[src/rtl/serv_bus_sched.sv]
// Arbitrates SERV ibus/dbus onto one Wishbone-classic port. The grant is registered, so o_wb_cyc follows a request by 1 cycle.
// Acks pass straight through from i_wb_ack. Aborts, acks and watchdog timeouts each add one idle TURN cycle.
module serv_bus_sched #(
    parameter bit DBUS_PRIO  = 1'b1,
    parameter int TMO_W      = 8,
    parameter int TMO_CYCLES = 200
) (
    input  logic        i_clk,
    input  logic        i_rst_n,
    input  logic [31:0] i_ibus_adr,
    input  logic        i_ibus_cyc,
    output logic        o_ibus_ack,
    output logic [31:0] o_ibus_rdt,
    input  logic [31:0] i_dbus_adr,
    input  logic [31:0] i_dbus_dat,
    input  logic [3:0]  i_dbus_sel,
    input  logic        i_dbus_we,
    input  logic        i_dbus_cyc,
    output logic        o_dbus_ack,
    output logic [31:0] o_dbus_rdt,
    output logic [31:0] o_wb_adr,
    output logic [31:0] o_wb_dat,
    output logic [3:0]  o_wb_sel,
    output logic        o_wb_we,
    output logic        o_wb_cyc,
    input  logic [31:0] i_wb_rdt,
    input  logic        i_wb_ack,
    output logic        o_tmo,
    output logic        o_tmo_src,
    input  logic        i_tmo_clr
);

    typedef enum logic [1:0] {IDLE, GNT_I, GNT_D, TURN} state_t;

    localparam logic [TMO_W-1:0] TMO_LAST = TMO_W'(TMO_CYCLES - 1);
    localparam logic [TMO_W-1:0] CNT_MAX  = '1;

    state_t           state, state_nxt;
    logic [TMO_W-1:0] cnt;
    logic             served_any;
    logic             last_d;
    logic             in_gnt;
    logic             nxt_gnt;
    logic             gnt_cyc;
    logic             ack_fwd;
    logic             tmo_hit;
    logic             pick_d;

    assign in_gnt  = (state == GNT_I) || (state == GNT_D);
    assign nxt_gnt = (state_nxt == GNT_I) || (state_nxt == GNT_D);
    assign gnt_cyc = (state == GNT_I) ? i_ibus_cyc : i_dbus_cyc;
    assign ack_fwd = in_gnt && i_wb_ack;
    assign tmo_hit = in_gnt && !i_wb_ack && (cnt == TMO_LAST);

    // On a tie the requester not served last time wins; DBUS_PRIO only breaks the very first tie.
    always_comb begin
        pick_d = i_dbus_cyc;
        if (i_ibus_cyc && i_dbus_cyc)
            pick_d = served_any ? ~last_d : DBUS_PRIO;
    end

    always_comb begin
        state_nxt = state;
        case (state)
            IDLE: begin
                if (i_ibus_cyc || i_dbus_cyc)
                    state_nxt = pick_d ? GNT_D : GNT_I;
            end
            GNT_I, GNT_D: begin
                if (ack_fwd || tmo_hit || !gnt_cyc)
                    state_nxt = TURN;
            end
            TURN:    state_nxt = IDLE;
            default: state_nxt = IDLE;
        endcase
    end

    assign o_ibus_ack = (state == GNT_I) && i_wb_ack;
    assign o_dbus_ack = (state == GNT_D) && i_wb_ack;
    assign o_ibus_rdt = i_wb_rdt;
    assign o_dbus_rdt = i_wb_rdt;

    always_ff @(posedge i_clk or negedge i_rst_n) begin
        if (!i_rst_n) begin
            state      <= IDLE;
            o_wb_cyc   <= 1'b0;
            o_wb_we    <= 1'b0;
            o_wb_adr   <= '0;
            o_wb_dat   <= '0;
            o_wb_sel   <= '0;
            cnt        <= '0;
            o_tmo      <= 1'b0;
            o_tmo_src  <= 1'b0;
            served_any <= 1'b0;
            last_d     <= 1'b0;
        end else begin
            state    <= state_nxt;
            o_wb_cyc <= nxt_gnt;

            if (state == IDLE && state_nxt == GNT_D) begin
                o_wb_adr   <= i_dbus_adr;
                o_wb_dat   <= i_dbus_dat;
                o_wb_sel   <= i_dbus_sel;
                o_wb_we    <= i_dbus_we;
                served_any <= 1'b1;
                last_d     <= 1'b1;
            end else if (state == IDLE && state_nxt == GNT_I) begin
                o_wb_adr   <= i_ibus_adr;
                o_wb_dat   <= '0;
                o_wb_sel   <= 4'hF;
                o_wb_we    <= 1'b0;
                served_any <= 1'b1;
                last_d     <= 1'b0;
            end

            // Counts cycles spent in a grant; saturates rather than wrapping.
            if (in_gnt && nxt_gnt) begin
                if (cnt != CNT_MAX)
                    cnt <= cnt + 1'b1;
            end else begin
                cnt <= '0;
            end

            if (tmo_hit) begin
                o_tmo     <= 1'b1;
                o_tmo_src <= (state == GNT_D);
            end else if (i_tmo_clr) begin
                o_tmo <= 1'b0;
            end
        end
    end

endmodule

[config.mk]
export PLATFORM = sky130hd
export DESIGN_NAME = serv_bus_sched
export DESIGN_NICKNAME = d
export VERILOG_FILES = /design/src/rtl/serv_bus_sched.sv
export SDC_FILE = /design/constraint.sdc
export NUM_CORES = 1
export LEC_CHECK = 0
export CORE_ASPECT_RATIO = 2
export CORE_MARGIN = 10
export CORE_UTILIZATION = 39
export DETAILED_ROUTE_END_ITERATION = 8
export GPL_TIMING_DRIVEN = 0
export PLACE_DENSITY = 0.88
export SLEW_MARGIN = 20
export SYNTH_ARGS = -nofsm -noshare
export SYNTH_HDL_FRONTEND = slang
export SYNTH_SLANG_ARGS = --single-unit
export TNS_END_PERCENT = 10
[constraint.sdc]
create_clock -name i_clk -period 6 [get_ports i_clk]
set_input_delay 1.2 -clock i_clk [delete_from_list [all_inputs] [get_ports i_clk]]
set_output_delay 1.2 -clock i_clk [all_outputs]
set_load 0.01 [all_outputs]
# After elaboration in Yosys (flattened, before gate mapping)
# Index checks and enable logic that the tools add are counted.
# totals
regBits	84
latch_bits	0
ramBits	0
romBits	0
inputBits	139
out_inout_bits	138
word_cells	63
n_memories	0
# op_classes
add_sub_neg	1
mul	0
div	0
magnitude_cmp	0
n_eq_ne	8
shifts	0
n_mux	22
n_bitwise	1
n_reduce_logical	20
# op_table
operator	n
2-to-1 mux 32 bit	4
2-to-1 mux 8 bit	2
2-to-1 mux 1 bit	10
logical AND 1 bit	9
adder 8 x 1 -> 8 bit, second input constant	1
== test 8 bit, second input constant	1
2-to-1 mux 4 bit	2
inequality test 8 bit, second input constant	1
== test 2 bit, second input constant	3
2-to-1 mux 2 bit	3
one-hot mux 2 bit (3 select lines)	1
logical OR 1 bit	5
== test 2 x 1 -> 1 bit, second input constant	2
nonzero test 2 bit	2
zero test 1 bit	2
zero test 2 bit	1
inequality test 2 x 1 -> 1 bit, second input constant	1
OR reduction 2 bit	1
NOT 1 bit	1

# Depth between registers and ports, before layout
# depth
word_depth	12
depth_mapped	13
ltp_nobuf	9

# Worst setup path after synthesis
# No wires, ideal clock.
# synth_timing
path_type	in2reg
start	input port i_wb_ack
end	register o_wb_dat[0]
setup_time_ns	0.121
t_arrival_ns	2.820
required_ns	5.879
path_slack_ns	3.059
cell_stages	10
path_buffers	3
cell_sequence	nor3_1 -> nand4bb_4 -> nand3_1 -> o21ai_0 -> ha_1 -> buf_4 -> and2_1 -> buf_6 -> buf_4 -> a22o_1
# synth_via
elab_chain_cells	10
word_cells_on_any_way	14
cone_classes	2 x eq/ne; 3 x mux; 9 x reduce/logical
# synth_lines
item	line	source
start: declaration	27	input logic i_wb_ack,
zero test 1 bit	53	assign tmo_hit = in_gnt && !i_wb_ack && (cnt == TMO_LAST);
logical AND 1 bit (2 in a row)	53	
logical OR 1 bit * (2 in a row)	70	if (ack_fwd || tmo_hit || !gnt_cyc)
2-to-1 mux 2 bit *	70	
one-hot mux 2 bit (3 select lines) *	64	case (state)
== test 2 bit or == test 2 x 1 -> 1 bit (tied branches)	100, 107	
logical AND 1 bit, on equally long branches	100, 107	
2-to-1 mux 32 bit or nonzero test 2 bit (tied branches)	n/a	
end signal: assignment	102	o_wb_dat <= i_dbus_dat;
end: declaration	22	output logic [31:0] o_wb_dat,
# Mark *: on every way between the ends. The rest lies on a longest branch, timed or not.
# A chain may end at the register's enable or synchronous reset.

# Worst setup path after layout
# layout_timing
start	input port i_wb_ack
end	output port o_ibus_ack
# layout_via
elab_chain_cells	1
# layout_lines
item	line	source
logical AND 1 bit	78	assign o_ibus_ack = (state == GNT_I) && i_wb_ack;
end: declaration	12	output logic o_ibus_ack,
# No other way between the ends.

==> impl_metrics.py <==
metrics = {
    "synthesis": {
        "muxShareOfSynthArea_pct": 1.37,
        "yosys_warnings": 0,
        "synth.avg_cell_area_sq_um": 10.1,
        "yosysTopAreaCellShare_pct": 51.3,
        "syn_nets": 550,
        "syn_area_sq_mm": 0.00410,
        "synthTopCellsByArea": "dfrtp_1 51%, buf_4 14%, a22o_1 7.9%",
        "synthFlopType": "dfrtp_1",
        "yosysUniqueCellTypes": 32,
        "synth-edff-count": 0,
        "async_flop_share_pct": 100,
        "post-synth-top-area-cell": "dfrtp_1",
        "synth_compound_area_share_pct": 15.5,
        "syn_inst": 405,
        "synth_top_family_by_area": "buffers and inverters",
        "synth-xor-area-share_pct": 0.214,
        "seq_area_frac_synth_pct": 51.3,
        "synth_fa_ha_area_share_pct": 1.83,
        "synth-seq-cells": 84,
        "yosys.area_share.simple_pct": 14.0,
    },
    "floorplan": {
        "ios": 277,
        "dieArea_sq_mm": 0.0153,
        "rows": 52,
        "fp.dieW_um": 92.5,
        "initial_core_util_pct": 40.1,
        "core_sq_mm": 0.0102,
        "fp.dieH_um": 165,
    },
    "layout": {
        "nNetsFinal": 806,
        "fillCellCount": 792,
        "fin_util_pct": 68.9,
        "post-route-cell-area_sq_mm": 0.00704,
        "area_delta_synth_final_pct": 71.8,
        "multiInputGateArea_sq_mm": 0.00135,
        "drive_gt1_share_pct": 16.5,
        "seq_area_sq_mm": 0.00210,
        "instances_no_fill": 802,
    },
    "clock_network": {
        "cts_tree": "yes",
        "clk_latency_ns": 0.33,
        "clock-sinks": 84,
        "cts-root-buf": "clkbuf_16",
        "cts_setup_buffers": 0,
        "cts-resized-gates": 0,
        "holdBufCountCts": 0,
        "cts_inserted_buffers": 9,
        "cts_buffer_depth": 2,
        "htree_levels": 3,
        "path_clk_slew_ns": 0.06,
    },
    "power": {
        "power.leakage_nw": 3.13,
        "seqPwrFrac_pct": 28.8,
        "power.share.clock_pct": 17.3,
        "powerDensity_mw_per_mm2": 464,
        "pwr-share-comb_pct": 53.9,
        "vdd_drop_max_uv": 216,
        "p_switching_mw": 1.22,
        "switching_share_pct": 37.3,
        "intPower_mw": 2.05,
    },
    "critical_path": {
        "worstSetupPathType": "in -> out",
        "endpoint_kind": "primary output",
        "slowest_delay_ns": 0.57,
        "critPathTopFamily": "buffers and inverters",
        "arrival_ns": 2.44,
        "path_cells": "clkdlybuf4s50_1 > and2_1 > clkdlybuf4s50_1",
        "cp_slowest_cell": "clkdlybuf4s50_1",
        "r2r-end": "o_wb_dat[22]",
        "r2r_cells": 11,
        "startpoint_type": "input pin",
        "r2r_start": "state[0]",
        "worst_ep_required_time_ns": 4.80,
        "cpMostUsedCell": "clkdlybuf4s50_1",
        "critPathMaxFanout": 4,
        "crit_buf_inv": 2,
        "rrSetupSlack_ns": 3.41,
    },
    "worst_hold_path": {
        "holdPathStages": 1,
        "min_from": "served_any",
        "min_path_type": "reg -> reg",
        "min_to": "served_any",
    },
    "timing": {
        "maxSlewViolCount": 0,
        "slew_headroom_pct": 63.2,
        "rsz0062_at_grt": "no",
        "clock_skew_ns": 0.00882,
        "finalHoldViolations": 0,
        "worst_slack_ns": 2.36,
        "fin_crit_ns": 3.64,
        "fmaxAchievable_mhz": 275,
        "final-setup-viol-count": 0,
        "setup_tns_ns": 0,
        "finalCritPeriodShare_pct": 60.6,
        "tightest_slew_ns": 0.552,
    },
    "route": {
        "ant_nets": 0,
        "routed_via_density": 4.96,
        "post_drt_wl_per_cell_um": 19.9,
        "drcViolationCount": 0,
        "drt-initial-drc-count": 99,
        "dr_total_vias": 3980,
        "first_pass_iters": 5,
        "routed_wl_mm": 16.0,
    },
    "grt": {
        "grt.met3_usage_pct": 9.50,
        "met1_usage_pct": 17.5,
        "grt-ovfl-total": 0,
        "antenna_found_initial": 1,
        "grt_util_all_layers_pct": 20.3,
        "grt_pass1_wl_mm": 24.2,
        "first_global_vias": 4595,
        "top_usage_layer": "met2",
        "grt_use_met2_pct": 37.6,
        "grt_max_degree": 44,
    },
    "placement": {
        "place_area_sq_mm": 0.00673,
        "routabilityCongestion": 0.829,
        "pre_cts_ws_ns": 2.29,
        "dp_hpwl_mm": 13.3,
        "port-buffer-count": 244,
        "place_inst": 785,
    },
    "job": {
        "max_cap_violations": 0,
    },
    "status": {
        "outcome": "completed",
    },
}
[worst max path at each step]
stage	startpoint	end	slack [ns]	cells past startpoint
floorplan	i_wb_ack	o_wb_dat[0]	3.06	10
global route	i_wb_ack	o_ibus_ack	2.33	3
finish	i_wb_ack	o_ibus_ack	2.36	3
detailed placement	i_wb_ack	o_wb_adr[24]	2.29	12
global placement	i_rst_n	o_wb_sel[0]	0.89	1
CTS	i_wb_ack	o_ibus_ack	2.35	3
[worst register-to-register path, cell delays in order, from the launching register on]
cell and delay (ns):
dfrtp_1 0.42, inv_1 0.09, ha_1 0.37, a21oi_1 0.16
nand3_1 0.14, o21a_1 0.21, ha_1 0.19, buf_4 0.16
and2_1 0.17, buf_6 0.14, buf_4 0.17, a22o_1 0.24
[cells in the mapped netlist, drive strengths merged, types with 4 or more instances]
cell	instances
a31oi	31
o21ai	6
nand3	6
o22a	4
dfrtp	84
nor2	44
inv	4
a22o	37
buf	84
ha	6
nand2	69
[per-stage QoR]
step	hold slack (ns)	power (mW)
5_1_grt	0.508	3.50
2_1_floorplan	0.434	1.89
6_report	0.466	3.27
3_3_place_gp	0.449	2.65
3_5_place_dp	0.452	2.73
4_1_cts	0.474	3.32
[power by group through the flow]
| stage | Sequential (mW) | Combinational (mW) | Clock (mW) |
|---|---|---|---|
| 2_1_floorplan | 1.03 | 0.863 | 0 |
| 3_3_place_gp | 0.933 | 1.71 | 0 |
| 3_5_place_dp | 0.949 | 1.78 | 0 |
| 4_1_cts | 0.943 | 1.79 | 0.581 |
| 5_1_grt | 0.970 | 1.92 | 0.604 |
| 6_report | 0.943 | 1.76 | 0.566 |
[state kept, by name, summed over array words and instances (netlist names)]
name        flops
cnt             8
last_d          1
o_tmo           1
o_tmo_src       1
o_wb_adr       32
o_wb_cyc        1
o_wb_dat       32
o_wb_sel        4
o_wb_we         1
served_any      1
state           2
[layer usage]
layer	vias to the layer above	share of wire (%)	routed length, um
li1	1843	-	-
met1	1883	31	4940
met2	219	55	8740
met3	35	11	1690
met4	0	3.9	617
met5	-	0	0
[kinds of logic (layout without fill, tap and decap cells)]
group                    Yosys count  count (layout)
adder cells (fa/ha/maj)            6               6
flip-flops                        84              84
AO/OA/AOI/OAI                     85              85
multiplexers                       5               5
XOR/XNOR                           1               1
other                              0               1
buffers and inverters             90             351
AND/OR/NAND/NOR                  134             134
[area by class of cell]
cell class	instances	share of cell area (%)
diodes	1	0.0355
multi-input cells	231	19.2
repair buffers	245	34.9
flip-flops and latches	84	29.9
clock buffers	11	3.59
clock inverters	5	0.853
inverters	4	0.213
plain buffers	86	8.97
well taps	135	2.40
[cells in the final DEF, fill, tap and decap left out, types with 3 or more instances in the layout]
| master | instances |
|---|---|
| buf_4 | 77 |
| clkbuf_16 | 9 |
| o22a_1 | 4 |
| inv_1 | 4 |
| dfrtp_1 | 84 |
| nor2b_1 | 3 |
| o21a_1 | 3 |
| ha_1 | 6 |
| o21ai_0 | 5 |
| and2_1 | 3 |
| a22o_1 | 37 |
| nand3_1 | 6 |
| nand2_1 | 68 |
| nor2_1 | 44 |
| buf_2 | 7 |
| mux2i_1 | 3 |
| nor3_1 | 3 |
| a31oi_1 | 31 |
| clkdlybuf4s50_1 | 243 |
(Power assumes the default switching activity.)
